**config.mk**
```make
export PLATFORM = sky130hd
export DESIGN_NAME = branch_predictor
export DESIGN_NICKNAME = d
export VERILOG_FILES = /design/src/rtl/branch_predictor.sv
export SDC_FILE = /design/constraint.sdc
export NUM_CORES = 1
export LEC_CHECK = 0
export BUFFER_PORTS_ARGS = -buffer_cell sky130_fd_sc_hd__buf_2
export CAP_MARGIN = 20
export CELL_PAD_IN_SITES_DETAIL_PLACEMENT = 1
export CELL_PAD_IN_SITES_GLOBAL_PLACEMENT = 1
export CORE_MARGIN = 10
export CORE_UTILIZATION = 35
export CTS_BUF_LIST = sky130_fd_sc_hd__clkbuf_4 sky130_fd_sc_hd__clkbuf_8 sky130_fd_sc_hd__clkbuf_16
export CTS_CLUSTER_DIAMETER = 200
export DETAILED_ROUTE_END_ITERATION = 7
export PLACE_DENSITY_LB_ADDON = 0.1
export REMOVE_ABC_BUFFERS = 1
export SETUP_SLACK_MARGIN = 0.02
export SYNTH_ARGS = -nofsm -noshare
export SYNTH_HDL_FRONTEND = slang
export SYNTH_SLANG_ARGS = --single-unit
```
**constraint.sdc**
```tcl
create_clock -name clk_i -period 2.11 [get_ports clk_i]
set_input_delay 0.211 -clock clk_i [delete_from_list [all_inputs] [get_ports clk_i]]
set_output_delay 0.211 -clock clk_i [all_outputs]
set_load 0.01 [all_outputs]
```
**src/rtl/branch_predictor.sv**
```systemverilog
// Branch predictor: a table of 2-bit saturating counters indexed by PC.
// The lookup in ID is combinational. The update in EX is applied on the
// rising clock edge. Mispredictions are flagged combinationally, and two
// saturating counters keep statistics on resolved branches and misses.
//
// Handshake: there is no backpressure. lookup_valid_i qualifies the lookup
// inputs and predict_o in the same cycle. update_valid_i qualifies the update
// inputs and mispredict_o in the same cycle; that update is committed on the
// rising edge that ends the cycle.
module branch_predictor #(
  parameter int unsigned IDX_W      = 4,
  parameter logic [1:0]  INIT_STATE = 2'b01
) (
  input  logic        clk_i,
  input  logic        rst_i,
  input  logic        lookup_valid_i,
  input  logic [31:0] lookup_pc_i,
  output logic        predict_o,
  input  logic        update_valid_i,
  input  logic [31:0] update_pc_i,
  input  logic        update_taken_i,
  input  logic        update_predicted_i,
  output logic        mispredict_o,
  output logic [15:0] branch_cnt_o,
  output logic [15:0] miss_cnt_o
);

  localparam int unsigned ENTRIES = 2 ** IDX_W;

  logic [1:0]       table_q [ENTRIES];
  logic [1:0]       table_d [ENTRIES];
  logic [15:0]      branch_cnt_q, branch_cnt_d;
  logic [15:0]      miss_cnt_q,   miss_cnt_d;
  logic [IDX_W-1:0] lookup_idx;
  logic [IDX_W-1:0] update_idx;
  logic [1:0]       update_entry;

  // Word-aligned PC bits select the entry. The byte offset and the upper bits
  // are deliberately dropped, so distant PCs alias onto the same counter.
  assign lookup_idx   = lookup_pc_i[IDX_W+1:2];
  assign update_idx   = update_pc_i[IDX_W+1:2];
  assign update_entry = table_q[update_idx];

  logic unused_pc_bits;
  assign unused_pc_bits = ^{lookup_pc_i[31:IDX_W+2], lookup_pc_i[1:0],
                            update_pc_i[31:IDX_W+2], update_pc_i[1:0]};

  // The lookup reads the stored value with no bypass, so an update to the
  // same index becomes visible one cycle later. Gating with rst_i holds both
  // flags at 0 during reset, whatever INIT_STATE is.
  assign predict_o    = rst_i & lookup_valid_i & table_q[lookup_idx][1];
  assign mispredict_o = rst_i & update_valid_i & (update_taken_i ^ update_predicted_i);
  assign branch_cnt_o = branch_cnt_q;
  assign miss_cnt_o   = miss_cnt_q;

  // Next table state: the addressed counter moves toward the actual outcome.
  // The carried prediction plays no part here.
  always_comb begin
    table_d = table_q;
    if (update_valid_i) begin
      if (update_taken_i) begin
        table_d[update_idx] = (update_entry == 2'b11) ? 2'b11 : update_entry + 2'd1;
      end else begin
        table_d[update_idx] = (update_entry == 2'b00) ? 2'b00 : update_entry - 2'd1;
      end
    end
  end

  // Next statistics state: both counters stop at all-ones instead of wrapping.
  always_comb begin
    branch_cnt_d = branch_cnt_q;
    miss_cnt_d   = miss_cnt_q;
    if (update_valid_i && (branch_cnt_q != 16'hFFFF)) begin
      branch_cnt_d = branch_cnt_q + 16'd1;
    end
    if (mispredict_o && (miss_cnt_q != 16'hFFFF)) begin
      miss_cnt_d = miss_cnt_q + 16'd1;
    end
  end

  // State registers. The asynchronous reset discards history and counts at once.
  always_ff @(posedge clk_i or negedge rst_i) begin
    if (!rst_i) begin
      for (int i = 0; i < ENTRIES; i++) begin
        table_q[i] <= INIT_STATE;
      end
      branch_cnt_q <= 16'd0;
      miss_cnt_q   <= 16'd0;
    end else begin
      table_q      <= table_d;
      branch_cnt_q <= branch_cnt_d;
      miss_cnt_q   <= miss_cnt_d;
    end
  end

endmodule
```
; Word level (Yosys, flattened, before mapping)
; Cells that the tools add are included.
[word_totals]
register_bits = 64
out_inout_bits = 34
wordCells = 52
in_bits = 70
[classes]
bitwise_logic = 7
order_cmp = 3
mux = 13
n_reduce_logical = 4
n_eq_ne = 3
n_addsub = 4
[ops]
columns = operator, n
row1 = bitwise mux 32 bit, 2
row2 = adder 16 x 1 -> 16 bit (second input constant), 2
row3 = 2-to-1 mux 32 bit, 1
row4 = inequality test 16 bit (second input constant), 2
row5 = binary-select mux 2 bit (select 4 bit), 2
row6 = 2-to-1 mux 2 bit, 7
row7 = >= comparator 5 bit (second input constant), 2
row8 = inverter 4 -> 5 bit, 2
row9 = demux 2 bit (select 4 bit), 1
row10 = < comparator 5 x 1 -> 1 bit (second input constant), 1
row11 = bitwise AND 1 bit, 4
row12 = logical AND 1 bit, 3
row13 = adder 2 x 1 -> 2 bit (second input constant), 1
row14 = == test 2 bit (second input constant), 1
row15 = zero test 2 bit, 1
row16 = subtractor 2 x 1 -> 2 bit (second input constant), 1
row17 = XOR 1 bit, 1

; Longest topological paths before layout
; Gate-level depths: netlist (run 1).
[depth]
word_depth = 8
depth_mapped = 7
depth_no_buf = 6

; Least setup slack after synthesis (run 1)
; No wires, ideal clock.
[synth_path]
kind = register to register
start = register miss_cnt_q[0], in the netlist miss_cnt_o[0]
end = register miss_cnt_q[1], in the netlist miss_cnt_o[1]
path_slack_ns = 0.220
arrival_ns = 1.766
setup_time_ns = 0.125
n_path_buf = 0
synth_period_minus_slack_ns = 1.890
t_required_ns = 1.985
stages_incl_launch_ff = 6
path_cell_list = dfrtp_1 -> ha_1 -> nand2_1 -> nor4_1 -> a21oi_1 -> mux2_2
[synth_between]
elab_chain_len = 2
word_cells_on_any_way = 3
cone_classes = add/sub: 1 / eq/ne: 1 / reduce/logical: 1
[synth_rtl]
columns = item, line
row1 = from (decl), 33  ; logic [15:0] miss_cnt_q, miss_cnt_d;
row2 = from (signal assigned), 92  ; miss_cnt_q <= miss_cnt_d;
row3 = "parallel branches: the longest is 2 deep, another holds adder 16 x 1 -> 16 bit", n/a
; Parallel ways; which one is timed is not known.
; A chain may end at the register's enable or synchronous reset.

; Final worst setup path (run 1)
[layout_path]
start = register table_q[21] in the netlist's numbering
end = output port predict_o
[layout_between]
elab_chain_len = 4
[layout_rtl]
columns = item, line
row1 = from (decl), 30  ; logic [1:0] table_q [ENTRIES];
row2 = from (signal assigned), 90  ; table_q <= table_d;
row3 = binary-select mux 2 bit (select 4 bit), 51  ; assign predict_o = rst_i & lookup_valid_i & table_q[lookup_idx][1];
row4 = 2-to-1 mux 2 bit (implied by the code) (2 in series), 51
row5 = bitwise AND 1 bit, 51
row6 = to (decl), 18  ; output logic predict_o,
; Every way passes these cells. The select of a mux whose other input is x is not followed.

==> impl_metrics.toml, run 1 <==
[floorplanning]
die_h_um = 117
core_um2 = 9200
core.rowCount = 35
dieWidth_um = 117
die_area_um2 = 13700
initial_utilization_pct = 35.9
io_pins = 104

[placed_design]
hpwl_mm = 5.99
io_buffer_count = 47
gp_congestion = 0.756
dpl-instance-area_um2 = 3730
dp.cells = 432
pre_cts_ws_ns = 0.0442

[worst_setup_path]
cpPeakStageDelay_ns = 0.47
worstPathMaxFanout = 2
critPathRequiredTime_ns = 1.90
worstSetupPathType = "register to output pin"
crit_buf_inv = 1
cp.arrival_ns = 1.97
cp_slowest_cell = "mux4_2"
worstSetupEndpointType = "output pin"
cpLargestDelayFamily = "multiplexers"
startpoint_type = "register"
crit_top_cell = "mux4_2"
worstPathCellList = "mux4_2, mux4_2, and3_4, buf_6"

[cells_and_area]
layout.cells.non_filler = 454
regArea_um2 = 1620
fill_cells = 1019
finalInstanceArea_um2 = 4020
areaGrowthSynthToFinish_pct = 21.6
drive_above_1_share_pct = 43.4
insertedDiodeCount = 0
final_nets = 410
multi_input_comb_area_um2 = 1640
utilization_pct = 43.7

[global_routing]
gr-usage-all-layers_pct = 13.0
grt-ovfl-total = 0
grt_max_degree = 63
antenna_found_initial = 0
grt_pass1_vias = 2558
grt_pass1_wl_mm = 13.7

[yosys]
async_flop_share_pct = 100
yosysSeqAreaShare_pct = 49.1
yosysWarnings = 0
syn_inst = 269
synth_edf_count = 0
ys_seq_elements = 64
synth_top_cell_by_area = "dfrtp_1"
netlist_area_um2 = 3300
synth_top_area_share_pct = 36.4
synth_flop_cell = "dfrtp_1"
synthTopCellsByArea = "dfrtp_1, dfstp_2, mux2_2"
syn_area_per_cell_um2 = 12.3
synth.distinct_cells = 40

[clock_network]
insertion_delay_ns = 0.34
cts_tree = "done"
cts.sinks = 64
max-clock-path-buffers = 2
numCtsBuffers = 9
cts_root_buffer = "clkbuf_8"
path_clk_slew_ns = 0.07
h-tree-depth = 3

[timing]
hold_viol = 0
min_period_over_period_pct = 103
tightest_slew_ns = 0.802
min_period_ns = 2.18
finalSetupTns_ns = -0.0737
fmax_ghz = 0.458
skew_ns = 0.00835
setup_slack_ns = -0.0737
setup_viol = 1
max-slew-margin-rel_pct = 46.6
slew_viol_final = 0
rsz0062_at_grt = "yes"

[routing]
drtIter0Drc = 73
vias_per_cell = 5.17
drt-pass1-iter-count = 4
wirelength_mm = 8.27
drc_errors = 0
dr_total_vias = 2347
ant_nets = 0
routedWlPerCell_um = 18.2

[status]
outcome = "complete, but fails checks"
violations = "setup timing"

[power_and_ir_drop]
ir_drop_mv = 0.510
leakagePower_nw = 1.84
cellPowerDensity_nw_per_um2 = 1020

[worst_hold_path]
hold_class = "input pin to asynchronous set/reset pin"

[run]
drv_cap = 0
==> worst reg2reg max path: cells and delay by family (launching register included) <==
family                 cells  cell delay, ns
muxes                      3            1.11
DFF                        1            0.40
and+or+nand+nor            1            0.16
buffers and inverters      1            0.15
AOI/OAI and AO/OA          1            0.10
==> layout by cell type (no fill, tap or decap), drive strengths merged, types with 3 or more instances in the layout <==
cell	count
nand2	24
clkinv	4
o31ai	6
o21ai	3
xnor2	17
dfrtp	48
or3	4
nor3	5
and4	6
dfstp	16
mux2	32
nand2b	4
buf	65
clkbuf	10
nor2	21
a21oi	7
mux4	13
nand3	13
xor2	9
nand4	9
and3	4
inv	4
==> state kept, by name, summed over array words and instances (netlist names) <==
register	count
miss_cnt_o	16
table_q	32
branch_cnt_o	16
==> cell families (layout without fill, tap and decap cells) <==
| group | Yosys count | in the layout | share of synthesized area [%] |
|---|---|---|---|
| simple gates | 100 | 100 | 16.3 |
| flops | 64 | 64 | 49.1 |
| mux | 47 | 47 | 21.3 |
| xor+xnor | 26 | 26 | 6.90 |
| compound gates | 18 | 18 | 4.02 |
| buf+inv | 12 | 86 | 1.67 |
| fa+ha+maj | 2 | 2 | 0.758 |
==> timing repair <==
| item | CTS | global route |
|---|---|---|
| endpoints found under the hold margin | 2 | 0 |
| resized for setup | 0 | 3 |
| setup buffers | 5 | 0 |
| hold buffers | 1 | 0 |
| setup endpoints to repair | 1 | 5 |
| pin swaps | 1 | 0 |
==> where the power goes <==
group          switching, mW  total [mW]  internal (mW)
Clock                  0.496        1.17          0.675
Sequential             0.247        1.84           1.60
Combinational          0.505        1.06          0.558
==> stage by stage <==
step,power (mW),hold WS (ns)
2_1_floorplan,2.48,-0.0846
3_3_place_gp,2.86,0.0608
3_5_place_dp,2.90,0.0629
4_1_cts,4.13,0.225
5_1_grt,4.35,0.236
6_report,4.08,0.246
==> layout make-up <==
cell class	count	share of cell area [%]
Timing Repair Buffer	66	9.63
Multi-Input combinational cell	193	40.8
Inverter	4	0.374
Tap cell	111	3.46
Sequential cell	64	40.4
Clock buffer	10	3.27
Clock inverter	6	2.09
==> path summary, 6_finish.rpt <==
| check | from | endpoint | slack (ns) | cells past startpoint |
|---|---|---|---|---|
| worst max register to register | table_q[5] | table_q[1] | 0.08 | 6 |
| worst min-delay path | rst_i | miss_cnt_o[7] | 0.25 | 2 |
| worst min register to register | table_q[14] | table_q[14] | 0.48 | 2 |
| min in group clk_i | update_valid_i | branch_cnt_o[4] | 0.25 | 3 |
| worst max-delay path | table_q[21] | predict_o | -0.07 | 4 |
| max in group asynchronous | rst_i | table_q[9] | 0.82 | 3 |
==> Yosys cell counts (3+ instances only) <==
library cell  instances
mux4_1                4
dfrtp_1              48
clkbuf_1              5
nand2b_1              4
mux4_2                9
nor3_1                5
nor2_1               17
xnor2_1              17
and4_1                6
o21ai_0               3
o31ai_1               6
mux2_4                3
nand3_1              13
xor2_1                9
nand2_1              24
mux2_2               29
a21oi_2               3
inv_1                 4
or3_1                 4
a21oi_1               3
nand4_1               9
and3_1                4
dfstp_2              16
==> per-layer routing <==
metal / global-route usage (%) / up-vias / part of all wire, %
met1: 17.3 / 1171 / 48
li1: - / 1128 / -
met3: 4.38 / 6 / 5.8
met5: 0 / - / 0
met4: 3.95 / 0 / 0.82
met2: 19.7 / 42 / 46
No activity file was read; power rests on OpenSTA's default activity.
==> run 2: changes to the inputs <==
- CELL_PAD_IN_SITES_DETAIL_PLACEMENT: 1 -> 0
- CORE_UTILIZATION: 35 -> 40
==> run 2 against run 1 <==
Compared with the run above: the run still ends with setup timing left; core utilization grew 5.2 points; clock skew grew 0.0045 ns; critical path depth is the same; setup slack lost 0.011 ns; total power shrank 3.9%; flip-flop and latch count is the same; global-route usage shrank 0.57 points; critical path type unchanged; critical endpoint unchanged; largest power group unchanged.
==> impl_metrics.toml, run 2 (synthesized netlist as in run 1, its figures left out) <==
[power_and_ir_drop]
power_frac_seq_pct = 47.1
p_clk_share_pct = 26.7
leakagePower_nw = 1.83
p_sw_mw = 1.21
combPwrFrac_pct = 26.2
cellPowerDensity_nw_per_um2 = 985
fin_total_pwr_mw = 3.92
netSwitchingFraction_pct = 30.8
power.internal_mw = 2.71
ir_drop_mv = 0.524

[cells_and_area]
insertedDiodeCount = 0
regMostFlops = "table_q"
layout.cells.non_filler = 447
largest_reg_flops = 32
layout_commonest_cell = "dfrtp_1"
finalInstanceArea_um2 = 3980
drive_above_1_share_pct = 43.0
areaGrowthSynthToFinish_pct = 20.4
final_cell_mix = "dfrtp_1, buf_2, mux2_2"
final_nets = 409

[worst_setup_path]
worstSetupEndpointType = "output pin"
startpoint_type = "register"
cp.arrival_ns = 1.98
crit_buf_inv = 1
worstPathCellList = "mux4_2, mux4_2, and3_1, buf_2"
worstPathMaxFanout = 2
cp_slowest_cell = "mux4_2"
critPathRequiredTime_ns = 1.90
worstSetupPathType = "register to output pin"
rr_endpoint = "table_q[13]"
cpLargestDelayFamily = "multiplexers"
worstReg2RegStart = "table_q[5]"
reg2reg_setup_slack_ns = 0.09
cpPeakStageDelay_ns = 0.48
crit_top_cell = "mux4_2"
r2r_cells = 6

[timing]
setup_slack_ns = -0.0846
tightest_slew_ns = 0.733
setup_viol = 1
min_period_over_period_pct = 104
max-slew-margin-rel_pct = 51.1
skew_ns = 0.0129
fmax_ghz = 0.456
slew_viol_final = 0
min_period_ns = 2.19
hold_viol = 0
rsz0062_at_grt = "yes"

[floorplanning]
core_um2 = 8130
initial_utilization_pct = 40.6
die_h_um = 111
dieWidth_um = 111
die_area_um2 = 12300
io_pins = 104
core.rowCount = 33

[placed_design]
dp.cells = 427
dpl-instance-area_um2 = 3730
io_buffer_count = 47
gp_congestion = 0.786
hpwl_mm = 5.50

[global_routing]
grt_max_degree = 58
grt-ovfl-total = 0
gr-usage-all-layers_pct = 12.5
antenna_found_initial = 0
grt_pass1_vias = 2444
grt_pass1_wl_mm = 12.7

[routing]
drc_errors = 0
vias_per_cell = 5.27
ant_nets = 0
drt-pass1-iter-count = 4
wirelength_mm = 7.61
dr_total_vias = 2355
drtIter0Drc = 101
routedWlPerCell_um = 17.0

[worst_hold_path]
whs_path_depth = 3
holdPathEnd = "branch_cnt_o[4]"
hold_class = "input pin to register"
hold_start = "update_valid_i"

[status]
violations = "setup timing"
outcome = "complete, but fails checks"

[clock_network]
insertion_delay_ns = 0.34
max-clock-path-buffers = 2
numCtsBuffers = 9
cts_root_buffer = "clkbuf_8"
h-tree-depth = 3
cts.sinks = 64
cts_tree = "done"
path_clk_slew_ns = 0.07

[run]
drv_cap = 0
==> run 2: worst register-to-register path, stage by stage, from the launching register on <==
cell,delay (ns)
dfrtp_1,0.41
buf_4,0.16
mux4_1,0.47
mux2_4,0.31
nor2_4,0.16
a21oi_2,0.10
mux2_2,0.30
==> run 2: worst max-delay path by stage <==
stage / from / end / slack (ns) / depth (start not counted)
floorplan: miss_cnt_o[0] / miss_cnt_o[1] / 0.22 / 5
global placement: update_pc_i[3] / table_q[0] / 0.07 / 6
detailed placement: update_pc_i[3] / table_q[0] / 0.08 / 6
CTS: table_q[5] / predict_o / -0.09 / 4
global route: table_q[5] / predict_o / -0.16 / 4
finish: table_q[5] / predict_o / -0.08 / 4
==> run 2: through the flow <==
step                      setup WS, ns  utilization [%]  setup TNS (ns)  hold slack, ns
after floorplan                  0.220                -               0         -0.0846
after global placement          0.0729             45.9               0           0.250
after detailed placement        0.0763             45.9               0           0.254
after CTS                      -0.0935             48.7         -0.0935           0.237
after global routing            -0.159             48.9          -0.159           0.296
final                          -0.0846             48.9         -0.0846           0.258
==> run 2: power groups by stage <==
stage | registers (mW) | clock network (mW) | logic [mW]
6_report | 1.84 | 1.05 | 1.03
5_1_grt | 1.89 | 1.13 | 1.14
3_3_place_gp | 1.86 | 0 | 0.983
3_5_place_dp | 1.86 | 0 | 1.00
4_1_cts | 1.84 | 1.08 | 1.03
2_1_floorplan | 1.85 | 0 | 0.631
==> run 2: final cells by class <==
type,count,area (um^2)
Inverter,4,15.0
Timing Repair Buffer,65,373
Tap cell,105,131
Fill cell,762,4160
Clock inverter,2,12.5
Clock buffer,14,186
Multi-Input combinational cell,193,1640
Sequential cell,64,1620
==> run 2: what timing repair did <==
| action | in CTS | in global routing |
|---|---|---|
| endpoints found under the hold margin | 7 | 0 |
| hold buffers | 1 | 0 |
| setup buffers | 2 | 1 |
| setup endpoints to repair | 1 | 7 |
| pin swaps | 1 | 0 |
| resized for setup | 0 | 2 |
==> run 2: layer usage <==
| metal | vias up | routed length, um | part of all wire [%] | global-route usage (%) |
|---|---|---|---|---|
| met3 | 8 | 380 | 5.0 | 2.98 |
| met1 | 1168 | 3790 | 50 | 17.5 |
| met5 | - | 0 | 0 | 0 |
| met4 | 0 | 75 | 0.99 | 5.47 |
| met2 | 55 | 3360 | 44 | 17.6 |
| li1 | 1124 | - | - | - |
